$ cat src/rtl/spi_peripheral_rw.sv
// SPI mode-0 peripheral with a read/write register file, per-write strobe and short-frame abort.
// Optional build macro SPI_PERIPH_ERRCNT_EN adds a saturating abort counter readable at address NUM_REGS.
module spi_peripheral_rw #(
  parameter int ADDR_W      = 7,
  parameter int DATA_W      = 8,
  parameter int NUM_REGS    = 5,
  parameter int SYNC_STAGES = 2
) (
  input  logic                         clk,
  input  logic                         rst_n,
  input  logic                         SCLK,
  input  logic                         nCS,
  input  logic                         COPI,
  output logic                         CIPO,
  output logic                         cipo_oe,
  output logic [NUM_REGS*DATA_W-1:0]   regs_out,
  output logic                         wr_strobe,
  output logic [ADDR_W-1:0]            wr_addr,
  output logic                         frame_err
);

  localparam int FRAME_W = 1 + ADDR_W + DATA_W;
  localparam int CNT_W   = $clog2(FRAME_W + 1);
  localparam logic [CNT_W-1:0]  CNT_ONE    = CNT_W'(1);
  localparam logic [CNT_W-1:0]  CMD_LAST   = CNT_W'(ADDR_W);
  localparam logic [CNT_W-1:0]  FRAME_LAST = CNT_W'(FRAME_W - 1);
  localparam logic [CNT_W-1:0]  FRAME_FULL = CNT_W'(FRAME_W);
  localparam logic [ADDR_W:0]   NUM_REGS_L = (ADDR_W + 1)'(NUM_REGS);

  typedef enum logic [2:0] {
    S_IDLE  = 3'd0,
    S_CMD   = 3'd1,
    S_WDATA = 3'd2,
    S_RDATA = 3'd3,
    S_DONE  = 3'd4
  } state_t;

  state_t                        r_state;
  state_t                        w_state_next;
  logic [SYNC_STAGES-1:0]        r_sclk_sync;
  logic [SYNC_STAGES-1:0]        r_ncs_sync;
  logic [SYNC_STAGES-1:0]        r_copi_sync;
  logic [FRAME_W-1:0]            r_shift;
  logic [CNT_W-1:0]              r_bit_cnt;
  logic [ADDR_W-1:0]             r_addr;
  logic [DATA_W-1:0]             r_rd_shift;
  logic                          r_cipo;
  logic                          r_cipo_oe;
  logic                          r_wr_strobe;
  logic [ADDR_W-1:0]             r_wr_addr;
  logic                          r_frame_err;
  logic [NUM_REGS*DATA_W-1:0]    r_regs;

  logic                          w_sclk_rise;
  logic                          w_sclk_fall;
  logic                          w_ncs_rise;
  logic                          w_ncs_fall;
  logic                          w_copi;
  logic [FRAME_W-1:0]            w_shift_next;
  logic [ADDR_W-1:0]             w_cmd_addr;
  logic                          w_cmd_rw;
  logic                          w_addr_in_range;
  logic [DATA_W-1:0]             w_rd_load;
  logic                          w_abort;
  logic                          w_frame_end;
  logic                          w_commit;
  logic                          w_oe_next;
  logic                          w_unused_shift_msb;

  function automatic logic [DATA_W-1:0] f_reg_sel(
    input logic [NUM_REGS*DATA_W-1:0] regs,
    input logic [ADDR_W-1:0]          addr
  );
    logic [DATA_W-1:0] v;
    v = '0;
    for (int k = 0; k < NUM_REGS; k++) begin
      if (addr == ADDR_W'(k)) begin
        v = regs[k*DATA_W +: DATA_W];
      end else begin
        v = v;
      end
    end
    return v;
  endfunction

  // Synchronise the SPI pins into the clk domain; index 0 is the newest sample.
  always_ff @(posedge clk or negedge rst_n) begin
    if (!rst_n) begin
      r_sclk_sync <= '0;
      r_ncs_sync  <= '0;
      r_copi_sync <= '0;
    end else begin
      r_sclk_sync <= {r_sclk_sync[SYNC_STAGES-2:0], SCLK};
      r_ncs_sync  <= {r_ncs_sync[SYNC_STAGES-2:0], nCS};
      r_copi_sync <= {r_copi_sync[SYNC_STAGES-2:0], COPI};
    end
  end

  assign w_sclk_rise  =  r_sclk_sync[SYNC_STAGES-2] & ~r_sclk_sync[SYNC_STAGES-1];
  assign w_sclk_fall  = ~r_sclk_sync[SYNC_STAGES-2] &  r_sclk_sync[SYNC_STAGES-1];
  assign w_ncs_rise   =  r_ncs_sync[SYNC_STAGES-2]  & ~r_ncs_sync[SYNC_STAGES-1];
  assign w_ncs_fall   = ~r_ncs_sync[SYNC_STAGES-2]  &  r_ncs_sync[SYNC_STAGES-1];
  assign w_copi       =  r_copi_sync[SYNC_STAGES-1];

  assign w_shift_next       = {r_shift[FRAME_W-2:0], w_copi};
  assign w_cmd_addr         = w_shift_next[ADDR_W-1:0];
  assign w_cmd_rw           = w_shift_next[ADDR_W];
  assign w_addr_in_range    = ({1'b0, r_addr} < NUM_REGS_L);
  assign w_unused_shift_msb = r_shift[FRAME_W-1];

`ifdef SPI_PERIPH_ERRCNT_EN
  logic [7:0] r_err_cnt;
  logic       w_err_clr;

  assign w_err_clr = w_frame_end & ({1'b0, r_addr} == NUM_REGS_L);
  assign w_rd_load = ({1'b0, w_cmd_addr} == NUM_REGS_L) ? DATA_W'(r_err_cnt)
                                                        : f_reg_sel(r_regs, w_cmd_addr);

  // Abort counter: cleared by a write to its address, otherwise saturating increment.
  always_ff @(posedge clk or negedge rst_n) begin
    if (!rst_n) begin
      r_err_cnt <= 8'd0;
    end else if (w_err_clr) begin
      r_err_cnt <= 8'd0;
    end else if (w_abort && (r_err_cnt != 8'hFF)) begin
      r_err_cnt <= r_err_cnt + 8'd1;
    end else begin
      r_err_cnt <= r_err_cnt;
    end
  end
`else
  assign w_rd_load = f_reg_sel(r_regs, w_cmd_addr);
`endif

  // FSM state register.
  always_ff @(posedge clk or negedge rst_n) begin
    if (!rst_n) begin
      r_state <= S_IDLE;
    end else begin
      r_state <= w_state_next;
    end
  end

  // FSM next-state logic.
  always_comb begin
    w_state_next = r_state;
    case (r_state)
      S_IDLE: begin
        if (w_ncs_fall) w_state_next = S_CMD;
        else            w_state_next = S_IDLE;
      end
      S_CMD: begin
        if (w_ncs_rise)                                 w_state_next = S_IDLE;
        else if (w_sclk_rise && (r_bit_cnt == CMD_LAST)) w_state_next = w_cmd_rw ? S_WDATA : S_RDATA;
        else                                            w_state_next = S_CMD;
      end
      S_WDATA: begin
        if (w_ncs_rise)                    w_state_next = S_IDLE;
        else if (r_bit_cnt == FRAME_FULL)  w_state_next = S_DONE;
        else                               w_state_next = S_WDATA;
      end
      S_RDATA: begin
        if (w_ncs_rise)                                   w_state_next = S_IDLE;
        else if (w_sclk_rise && (r_bit_cnt == FRAME_LAST)) w_state_next = S_DONE;
        else                                              w_state_next = S_RDATA;
      end
      S_DONE: begin
        if (w_ncs_rise) w_state_next = S_IDLE;
        else            w_state_next = S_DONE;
      end
      default: w_state_next = S_IDLE;
    endcase
  end

  // FSM outputs: abort and write-commit decisions, pad enable.
  always_comb begin
    w_abort     = 1'b0;
    w_frame_end = 1'b0;
    case (r_state)
      S_CMD, S_RDATA: begin
        w_abort     = w_ncs_rise;
        w_frame_end = 1'b0;
      end
      S_WDATA: begin
        w_abort     = w_ncs_rise;
        w_frame_end = ~w_ncs_rise & (r_bit_cnt == FRAME_FULL);
      end
      default: begin
        w_abort     = 1'b0;
        w_frame_end = 1'b0;
      end
    endcase
    w_commit  = w_frame_end & w_addr_in_range;
    w_oe_next = (w_state_next != S_IDLE);
  end

  // Frame shifting, bit counting and the CIPO read shifter.
  always_ff @(posedge clk or negedge rst_n) begin
    if (!rst_n) begin
      r_shift    <= '0;
      r_bit_cnt  <= '0;
      r_addr     <= '0;
      r_rd_shift <= '0;
      r_cipo     <= 1'b0;
    end else begin
      case (r_state)
        S_IDLE: begin
          r_shift    <= '0;
          r_bit_cnt  <= '0;
          r_rd_shift <= '0;
          r_cipo     <= 1'b0;
        end
        S_CMD: begin
          if (w_sclk_rise) begin
            r_shift   <= w_shift_next;
            r_bit_cnt <= r_bit_cnt + CNT_ONE;
            if (r_bit_cnt == CMD_LAST) begin
              r_addr     <= w_cmd_addr;
              r_rd_shift <= w_rd_load;
            end
          end
        end
        S_WDATA: begin
          if (w_sclk_rise && (r_bit_cnt != FRAME_FULL)) begin
            r_shift   <= w_shift_next;
            r_bit_cnt <= r_bit_cnt + CNT_ONE;
          end
        end
        S_RDATA: begin
          if (w_sclk_rise) begin
            r_shift   <= w_shift_next;
            r_bit_cnt <= r_bit_cnt + CNT_ONE;
          end
          if (w_sclk_fall) begin
            r_cipo     <= r_rd_shift[DATA_W-1];
            r_rd_shift <= {r_rd_shift[DATA_W-2:0], 1'b0};
          end
        end
        default: begin
          r_bit_cnt <= r_bit_cnt;
        end
      endcase
      if (w_state_next == S_IDLE) begin
        r_cipo <= 1'b0;
      end
    end
  end

  // Register file commit and the registered status outputs.
  always_ff @(posedge clk or negedge rst_n) begin
    if (!rst_n) begin
      r_cipo_oe   <= 1'b0;
      r_wr_strobe <= 1'b0;
      r_wr_addr   <= '0;
      r_frame_err <= 1'b0;
      r_regs      <= '0;
    end else begin
      r_cipo_oe   <= w_oe_next;
      r_wr_strobe <= w_commit;
      r_frame_err <= w_abort;
      if (w_commit) begin
        r_wr_addr <= r_addr;
        for (int k = 0; k < NUM_REGS; k++) begin
          if (r_addr == ADDR_W'(k)) begin
            r_regs[k*DATA_W +: DATA_W] <= r_shift[DATA_W-1:0];
          end
        end
      end
    end
  end

  assign CIPO      = r_cipo;
  assign cipo_oe   = r_cipo_oe;
  assign regs_out  = r_regs;
  assign wr_strobe = r_wr_strobe;
  assign wr_addr   = r_wr_addr;
  assign frame_err = r_frame_err;

endmodule

$ cat config.mk
export PLATFORM = sky130hd
export DESIGN_NAME = spi_peripheral_rw
export DESIGN_NICKNAME = d
export VERILOG_FILES = /design/src/rtl/spi_peripheral_rw.sv
export SDC_FILE = /design/constraint.sdc
export NUM_CORES = 1
export LEC_CHECK = 0
export ABC_AREA = 1
export CAP_MARGIN = 20
export CORE_MARGIN = 5
export CORE_UTILIZATION = 28
export DETAILED_ROUTE_END_ITERATION = 8
export PLACE_DENSITY_LB_ADDON = 0.12
export SYNTH_ARGS = -nofsm -noshare
export SYNTH_HDL_FRONTEND = slang
export SYNTH_SLANG_ARGS = --single-unit
$ cat constraint.sdc
create_clock -name clk -period 4 [get_ports clk]
set_input_delay 1.2 -clock clk [delete_from_list [all_inputs] [get_ports clk]]
set_output_delay 1.2 -clock clk [all_outputs]
set_load 0.01 [all_outputs]
==> results of run 1 <==
[synthesized netlist by cell type (all sizes together) (2+ instances only)]
library cell / count
nand4: 4
nor2: 33
inv: 43
nand2: 126
or2: 5
dfrtp: 88
o21bai: 2
nand3: 46
buf: 10
ha: 3
a21oi: 15
o21ai: 73
clkbuf: 2
nor3: 3
[power groups by stage]
stage | combinational [W] | sequential, W | clock (W)
final | 0.000252 | 0.000956 | 0.000772
after global routing | 0.000289 | 0.000960 | 0.000840
after CTS | 0.000256 | 0.000956 | 0.000808
after detailed placement | 0.000255 | 0.000973 | 0
after global placement | 0.000249 | 0.000972 | 0
after floorplan | 0.000164 | 0.000968 | 0
[flip-flops by register name, indices dropped and copies added (netlist names), 3 cells and up]
register    cells
regs_out       40
r_rd_shift      8
r_shift         8
r_addr          7
wr_addr         7
r_bit_cnt       5
r_state         3
[logic make-up after synthesis]
kind of cell	count (synthesis)	synth area share, %
buffers and inverters	56	6.13
XOR/XNOR	1	0.217
adder cells (fa/ha/maj)	3	0.929
flip-flops	88	54.5
AND/OR/NAND/NOR	218	24.9
AO/OA/AOI/OAI	93	13.3
[metrics by stage]
step / instance area [um^2] / total power (W) / std cells / hold WS [ns] / utilization [%]
6_report: 5030 / 0.00198 / 702 / 0.348 / 35.9
3_3_place_gp: 4760 / 0.00122 / 686 / 0.336 / 34.0
3_5_place_dp: 4760 / 0.00123 / 686 / 0.335 / 34.0
5_1_grt: 5030 / 0.00209 / 702 / 0.358 / 35.9
4_1_cts: 5030 / 0.00202 / 702 / 0.349 / 35.9
2_1_floorplan: 4040 / 0.00113 / 459 / 0.331 / -
[cell type report]
class | instances | area, um^2
clock buffers | 12 | 246
clock inverters | 4 | 20.0
fillers | 1489 | 8960
inverters | 44 | 165
multi-input cells | 315 | 1590
flip-flops and latches | 88 | 2200
well taps | 180 | 225
repair buffers | 59 | 578
[worst max-delay path by stage]
stage	from	to	slack (ns)	depth (start not counted)
finish	regs_out[25]	regs_out[25]	1.47	1
global route	r_bit_cnt[0]	regs_out[26]	1.29	9
CTS	regs_out[25]	regs_out[25]	1.46	1
detailed placement	r_bit_cnt[0]	regs_out[27]	1.57	9
global placement	r_bit_cnt[0]	regs_out[28]	1.67	9
floorplan	r_bit_cnt[0]	regs_out[5]	2.30	11
[per-layer routing]
metal  wire length, um  vias up  GRT usage [%]
met5                 0        -              0
met4               103        0           2.93
met3               574        8           4.99
met2              4800       86           20.1
met1              5300     1530           19.2
li1                  -     1613              -
==> flow_metrics.env, run 1 <==
export IMPL_status="completed"
export IMPL_cap_violations=0
export IMPL_avgSynthCellArea_um2=8.80
export IMPL_tritoncts="done"
export IMPL_ant_nets=0
export IMPL_synthTopCellsByArea="dfrtp_1 (55%), nand2_1 (11%), nand3_1 (5.3%)"
export IMPL_r2r_slack_ns=1.59
export IMPL_final_common_cell="nand2_1"
export IMPL_hold_buffers=0
export IMPL_htreeDepth=3
export IMPL_clk_pin_slew_worst_paths_ns=0.06
export IMPL_synth_async_sr_flop_share_pct=100
export IMPL_worstSkewPairLatency_ns=0.34
export IMPL_crit_family="buffers and inverters"
export IMPL_clock_path_buffers=2
export IMPL_fin_skew_ns=0.00495
export IMPL_synth_top_area_cell="dfrtp_1"
export IMPL_post_cts_buffers=0
export IMPL_setup_tns_ns=0
export IMPL_antenna_found_initial=0
export IMPL_grt_pass1_wl_mm=17.7
export IMPL_clkSinkCount=88
export IMPL_drt_total_wl_mm=10.8
export IMPL_drt_iter0_drc=215
export IMPL_fmax_mhz=396
export IMPL_ios=56
export IMPL_min_path_type="flip-flop to flip-flop"
export IMPL_cp_max_fo=3
export IMPL_synth_cell_types=34
export IMPL_dieArea_um2=16900
export IMPL_path_buf_inv=1
export IMPL_tightest_slew_ns=0.737
export IMPL_port_buffers=55
export IMPL_hold_viol=0
export IMPL_antennaDiodeCount=0
export IMPL_power_density_nw_per_um2=394
export IMPL_rsz0062_at_grt="no"
export IMPL_viasPerCell=4.61
export IMPL_min_path_cells=0
export IMPL_irDropWorstVdd_uv=220
export IMPL_synth_edff_count=0
export IMPL_synth_nets=467
export IMPL_die_w_um=130
export IMPL_num_vias=3237
export IMPL_setup_viol=0
export IMPL_slew_headroom_pct=50.9
export IMPL_synth_seq_cells=88
export IMPL_cell_internal_pwr_w=0.00143
export IMPL_seq_power_share_pct=48.3
export IMPL_p_leak_nw=2.28
export IMPL_min_delay_worst_endpoint="r_copi_sync[1]"
export IMPL_p_clk_share_pct=39.0
export IMPL_rows=43
export IMPL_cp_end_kind="output pin"
export IMPL_grt_max_degree=58
export IMPL_cts_resized=0
export IMPL_min_from="r_copi_sync[0]"
export IMPL_p_comb_share_pct=12.7
export IMPL_place_gp_congestion=0.817
export IMPL_nets=525
export IMPL_setup_ws_ns=1.47
export IMPL_switching_share_pct=27.5
export IMPL_drc=0
export IMPL_die_height_um=130
export IMPL_grt_use_total_pct=13.6
export IMPL_dr_pass1_iters=5
export IMPL_drive_above_1_share_pct=10.5
export IMPL_crit_slowest_cell="clkdlybuf4s50_1"
export IMPL_routedWlPerCell_um=15.4
export IMPL_numCtsBuffers=9
export IMPL_slew_violations=0
export IMPL_dp_hpwl_mm=7.73
export IMPL_grt_pass1_vias=3232
export IMPL_yosysWarnings=0
export IMPL_syn_to_final_growth_pct=24.4
export IMPL_worst_endpoint_required_ns=2.80
export IMPL_syn_cell_area_um2=4040
export IMPL_critPathKind="flip-flop to output pin"
export IMPL_layout_common_cells="nand2_1 (120), dfrtp_1 (88), clkdlybuf4s50_1 (54)"
export IMPL_cp_start_kind="flip-flop"
export IMPL_grt_overflow=0
export IMPL_dp_slack_ns=1.57
export IMPL_reg2reg_depth=8
export IMPL_ys_flop_type="dfrtp_1"
export IMPL_min_period_ns=2.53
export IMPL_clock_root_buffer="clkbuf_16"
export IMPL_switchingPower_w=0.000545
export IMPL_core_um2=14000
export IMPL_ys_seq_area_share_pct=54.5
export IMPL_r2r_start="r_bit_cnt[0]"
export IMPL_netlist_instances=459
export IMPL_start_util_pct=28.9
export IMPL_cp_data_arrival_time_ns=1.33
export IMPL_worstReg2RegEnd="regs_out[24]"
export IMPL_period_share_pct=63.2
export IMPL_worstPathCellList="clkdlybuf4s50_1"
export IMPL_slowest_delay_ns=0.57
export IMPL_synth_top_cell_area_share_pct=54.5
Power figures use the tool's default switching activity.
==> run 2: changes to the inputs <==
Clock period 4 ns to 2.1 ns, I/O delays scaled along.
==> flow_metrics.env, run 2 (synthesis gave the netlist of run 1 again) <==
export IMPL_core_um2=14000
export IMPL_numCtsBuffers=9
export IMPL_power_density_nw_per_um2=777
export IMPL_crit_slowest_cell="clkdlybuf4s50_1"
export IMPL_drc=0
export IMPL_nets=541
export IMPL_clock_root_buffer="clkbuf_16"
export IMPL_cp_start_kind="flip-flop"
export IMPL_met1_usage_pct=19.7
export IMPL_switching_share_pct=26.4
export IMPL_status="completed"
export IMPL_cp_end_kind="output pin"
export IMPL_p_comb_share_pct=12.6
export IMPL_drive_above_1_share_pct=13.8
export IMPL_dp_slack_ns=0.104
export IMPL_irDropWorstVdd_uv=387
export IMPL_path_buf_inv=1
export IMPL_worst_endpoint_required_ns=1.47
export IMPL_min_path_type="input pin to async pin"
export IMPL_final_common_cell="nand2_1"
export IMPL_setup_viol=0
export IMPL_hold_viol=0
export IMPL_ios=56
export IMPL_ff_latch_area_um2=2200
export IMPL_num_vias=3238
export IMPL_met2_usage_pct=20.5
export IMPL_fin_util_pct=37.6
export IMPL_place_gp_congestion=0.813
export IMPL_p_leak_nw=2.38
export IMPL_htreeDepth=3
export IMPL_seq_power_share_pct=44.6
export IMPL_slew_headroom_pct=45.0
export IMPL_grt_pass1_wl_mm=17.9
export IMPL_antennaDiodeCount=0
export IMPL_dp_hpwl_mm=7.97
export IMPL_grt_use_met3_pct=3.77
export IMPL_largest_register_ffs=40
export IMPL_grt_use_total_pct=13.9
export IMPL_crit_family="buffers and inverters"
export IMPL_port_buffers=55
export IMPL_layout_common_cells="nand2_1 (120), dfrtp_1 (88), clkdlybuf4s50_1 (54)"
export IMPL_whs_ns=0.213
export IMPL_worstSkewPairLatency_ns=0.34
export IMPL_dr_pass1_iters=5
export IMPL_worstPathCellList="clkdlybuf4s50_1"
export IMPL_die_height_um=130
export IMPL_p_clk_share_pct=42.7
export IMPL_cell_internal_pwr_w=0.00300
export IMPL_routedWlPerCell_um=15.4
export IMPL_period_share_pct=93.7
export IMPL_clk_pin_slew_worst_paths_ns=0.06
export IMPL_dieArea_um2=16900
export IMPL_syn_to_final_growth_pct=30.1
export IMPL_critPathKind="flip-flop to output pin"
export IMPL_hold_buffers=0
export IMPL_start_util_pct=28.9
export IMPL_cap_violations=0
export IMPL_ant_nets=0
export IMPL_setup_ws_ns=0.132
export IMPL_cp_max_fo=3
export IMPL_tightest_slew_ns=0.817
export IMPL_slowest_delay_ns=0.57
export IMPL_grt_max_degree=37
export IMPL_fmax_mhz=508
export IMPL_drt_iter0_drc=287
export IMPL_rows=43
export IMPL_cp_data_arrival_time_ns=1.34
export IMPL_setup_tns_ns=0
export IMPL_grt_pass1_vias=3338
export IMPL_rsz0062_at_grt="no"
export IMPL_clkSinkCount=88
export IMPL_multi_input_area_um2=1600
export IMPL_die_w_um=130
export IMPL_fin_skew_ns=0.00438
export IMPL_clock_path_buffers=2
export IMPL_fill_cells=1444
export IMPL_drt_total_wl_mm=11.0
export IMPL_tritoncts="done"
export IMPL_grt_busiest_layer="met2"
export IMPL_antenna_found_initial=0
export IMPL_viasPerCell=4.51
export IMPL_slew_violations=0
export IMPL_min_period_ns=1.97
export IMPL_switchingPower_w=0.00108
export IMPL_grt_overflow=0
run 2: per-layer routing:
| layer | vias up | part of all wire [%] | routed length, um |
|---|---|---|---|
| li1 | 1652 | - | - |
| met1 | 1513 | 50 | 5550 |
| met2 | 61 | 44 | 4830 |
| met3 | 12 | 4.4 | 487 |
| met4 | 0 | 1.5 | 171 |
| met5 | - | 0 | 0 |
run 2: final cells by class:
class | instances | area share [%]
Timing Repair Buffer | 75 | 14.1
Clock buffer | 10 | 4.55
Tap cell | 180 | 4.29
Inverter | 44 | 3.14
Multi-Input combinational cell | 315 | 30.5
Clock inverter | 6 | 1.57
Sequential cell | 88 | 41.9
run 2: metrics by stage:
stage | total power (W) | cells | area (um^2)
2_1_floorplan | 0.00216 | 459 | 4040
3_3_place_gp | 0.00237 | 701 | 4900
3_5_place_dp | 0.00237 | 701 | 4900
4_1_cts | 0.00413 | 717 | 5220
5_1_grt | 0.00427 | 718 | 5260
6_report | 0.00408 | 718 | 5260
run 2: path summary, 6_finish.rpt:
path,from,end,slack [ns],cells past startpoint
min,rst_n,r_sclk_sync[0],0.21,1
max,regs_out[25],regs_out[25],0.13,1
min in group clk,r_copi_sync[0],r_copi_sync[1],0.35,0
max in group asynchronous,rst_n,regs_out[23],1.31,2
min reg2reg,r_copi_sync[0],r_copi_sync[1],0.35,0
max reg2reg,r_bit_cnt[0],regs_out[31],0.19,11
run 2: power groups by stage:
| stage | clock (W) | sequential (W) | combinational, W |
|---|---|---|---|
| floorplan | 0 | 0.00184 | 0.000312 |
| global placement | 0 | 0.00185 | 0.000514 |
| detailed placement | 0 | 0.00185 | 0.000516 |
| CTS | 0.00179 | 0.00182 | 0.000521 |
| global route | 0.00185 | 0.00183 | 0.000588 |
| finish | 0.00175 | 0.00182 | 0.000516 |
run 2: worst register-to-register path, stage by stage (launching register included):
cell	delay, ns
dfrtp_1	0.40
inv_1	0.10
ha_1	0.15
nand4_1	0.14
inv_1	0.09
nand2_1	0.11
nor3_4	0.24
buf_12	0.15
nand4_2	0.07
buf_4	0.21
nand2_1	0.08
o21ai_1	0.05
run 2: timing repair:
action | 4_1_cts | 5_1_grt
setup endpoints to repair | 0 | 28
hold endpoints to repair | 0 | 0
buffers inserted | 0 | 1
resized for setup | 0 | 3
==> run 3: changes to the inputs <==
Settings changed: GPL_TIMING_DRIVEN from default to 0.
==> flow_metrics.env, run 3 (synthesis gave the netlist of run 1 again) <==
export IMPL_status="completed"
export IMPL_clkSinkCount=88
export IMPL_setup_viol=0
export IMPL_drc=0
export IMPL_antennaDiodeCount=0
export IMPL_dp_slack_ns=0.0498
export IMPL_grt_overflow=0
export IMPL_fin_skew_ns=0.00622
export IMPL_fin_area_um2=5260
export IMPL_drt_iter0_drc=277
export IMPL_slew_violations=0
export IMPL_rows=43
export IMPL_p_total_w=0.00407
export IMPL_tightest_slew_ns=0.532
export IMPL_drt_total_wl_mm=11.3
export IMPL_slew_headroom_pct=64.4
export IMPL_period_share_pct=93.7
export IMPL_hold_buffers=0
export IMPL_die_height_um=130
export IMPL_grt_pass1_wl_mm=18.6
export IMPL_place_gp_congestion=0.775
export IMPL_cp_max_fo=8
export IMPL_nets=539
export IMPL_hold_viol=0
export IMPL_grt_max_degree=52
export IMPL_grt_use_total_pct=14.3
export IMPL_dp_hpwl_mm=8.13
export IMPL_ios=56
export IMPL_cap_violations=0
export IMPL_start_util_pct=28.9
export IMPL_cp_data_arrival_time_ns=2.19
export IMPL_fmax_mhz=508
export IMPL_largest_register_ffs=40
export IMPL_clk_pin_slew_worst_paths_ns=0.07
export IMPL_num_vias=3372
export IMPL_clock_root_buffer="clkbuf_16"
export IMPL_core_um2=14000
export IMPL_dr_pass1_iters=5
export IMPL_min_path_type="input pin to async pin"
export IMPL_routedWlPerCell_um=15.8
export IMPL_tritoncts="done"
export IMPL_clock_path_buffers=2
export IMPL_htreeDepth=3
export IMPL_cp_start_kind="flip-flop"
export IMPL_antenna_found_initial=0
export IMPL_irDropWorstVdd_uv=406
export IMPL_grt_pass1_vias=3374
export IMPL_setup_ws_ns=0.133
export IMPL_final_common_cell="nand2_1"
export IMPL_cp_end_kind="flip-flop"
export IMPL_viasPerCell=4.71
export IMPL_place_area_um2=4840
export IMPL_die_w_um=130
export IMPL_critPathKind="flip-flop to flip-flop"
export IMPL_layout_common_cells="nand2_1 (119), dfrtp_1 (88), clkdlybuf4s50_1 (54)"
export IMPL_port_buffers=55
export IMPL_syn_to_final_growth_pct=30.3
export IMPL_ant_nets=0
export IMPL_p_leak_nw=2.38
export IMPL_power_density_nw_per_um2=773
export IMPL_numCtsBuffers=9
export IMPL_dieArea_um2=16900
export IMPL_worstSkewPairLatency_ns=0.35
export IMPL_worst_endpoint_required_ns=2.33
export IMPL_drive_above_1_share_pct=14.7
export IMPL_min_period_ns=1.97
-- run 3: cell count changes in the layout (fill, tap and decap cells not counted), moves of 3 or more --
cell and change:
buf_4 -12, buf_12 -3, inv_1 -5, clkinvlp_4 +6, buf_2 +6, buf_6 +4
-- run 3: stage by stage --
stage                     cells  setup TNS (ns)  utilization [%]  hold slack, ns
after CTS                   711               0             36.9           0.268
after global routing        716         -0.0774             37.6           0.302
after floorplan             459               0                -           0.331
after detailed placement    695               0             34.6           0.335
final                       716               0             37.6           0.254
after global placement      694         -266.43             34.4           0.333
-- run 3: layer usage --
layer / vias to the layer above / global-route usage, % / part of all wire, %
met5: - / 0 / 0
met4: 0 / 4.89 / 1.8
met3: 15 / 4.18 / 6.2
met2: 85 / 20.5 / 43
met1: 1623 / 20.7 / 49
li1: 1649 / - / -
-- run 3: report_power, final --
group          internal [W]  switching [W]
Combinational      0.000151       0.000352
Clock               0.00104       0.000700
Sequential          0.00177      0.0000574
Total               0.00296        0.00111
-- run 3: worst paths after layout --
path	startpoint	to	slack (ns)	depth (start not counted)
setup / recovery	r_bit_cnt[0]	regs_out[22]	0.13	11
hold / removal	rst_n	r_ncs_sync[0]	0.25	1
setup reg to reg	r_bit_cnt[0]	regs_out[22]	0.13	11
hold reg to reg	r_copi_sync[0]	r_copi_sync[1]	0.35	0
max in group asynchronous	rst_n	r_rd_shift[3]	1.21	2
min in group clk	r_copi_sync[0]	r_copi_sync[1]	0.35	0
-- run 3: timing repair --
item                                   CTS  global route
setup endpoints to repair                0            44
setup buffers                            0             4
gates resized for setup                  0            17
endpoints found under the hold margin    0             0
-- run 3: final cells by class --
cell class	count	area, um^2
Clock buffer	9	225
Clock inverter	7	96.3
Multi-Input combinational cell	315	1630
Fill cell	1471	8730
Inverter	44	180
Timing Repair Buffer	61	611
Tap cell	180	225
Sequential cell	88	2200
Buffer	12	88.8
-- run 3: worst max-delay path, stage by stage (launching register included) --
cell and delay [ns]:
dfrtp_1 0.40, inv_1 0.10, ha_1 0.15, nand4_1 0.14, inv_1 0.10, nand2_2 0.09
nor3_4 0.22, buf_4 0.18, nand4_4 0.17, buf_6 0.19, nand2_1 0.05, o21ai_1 0.05
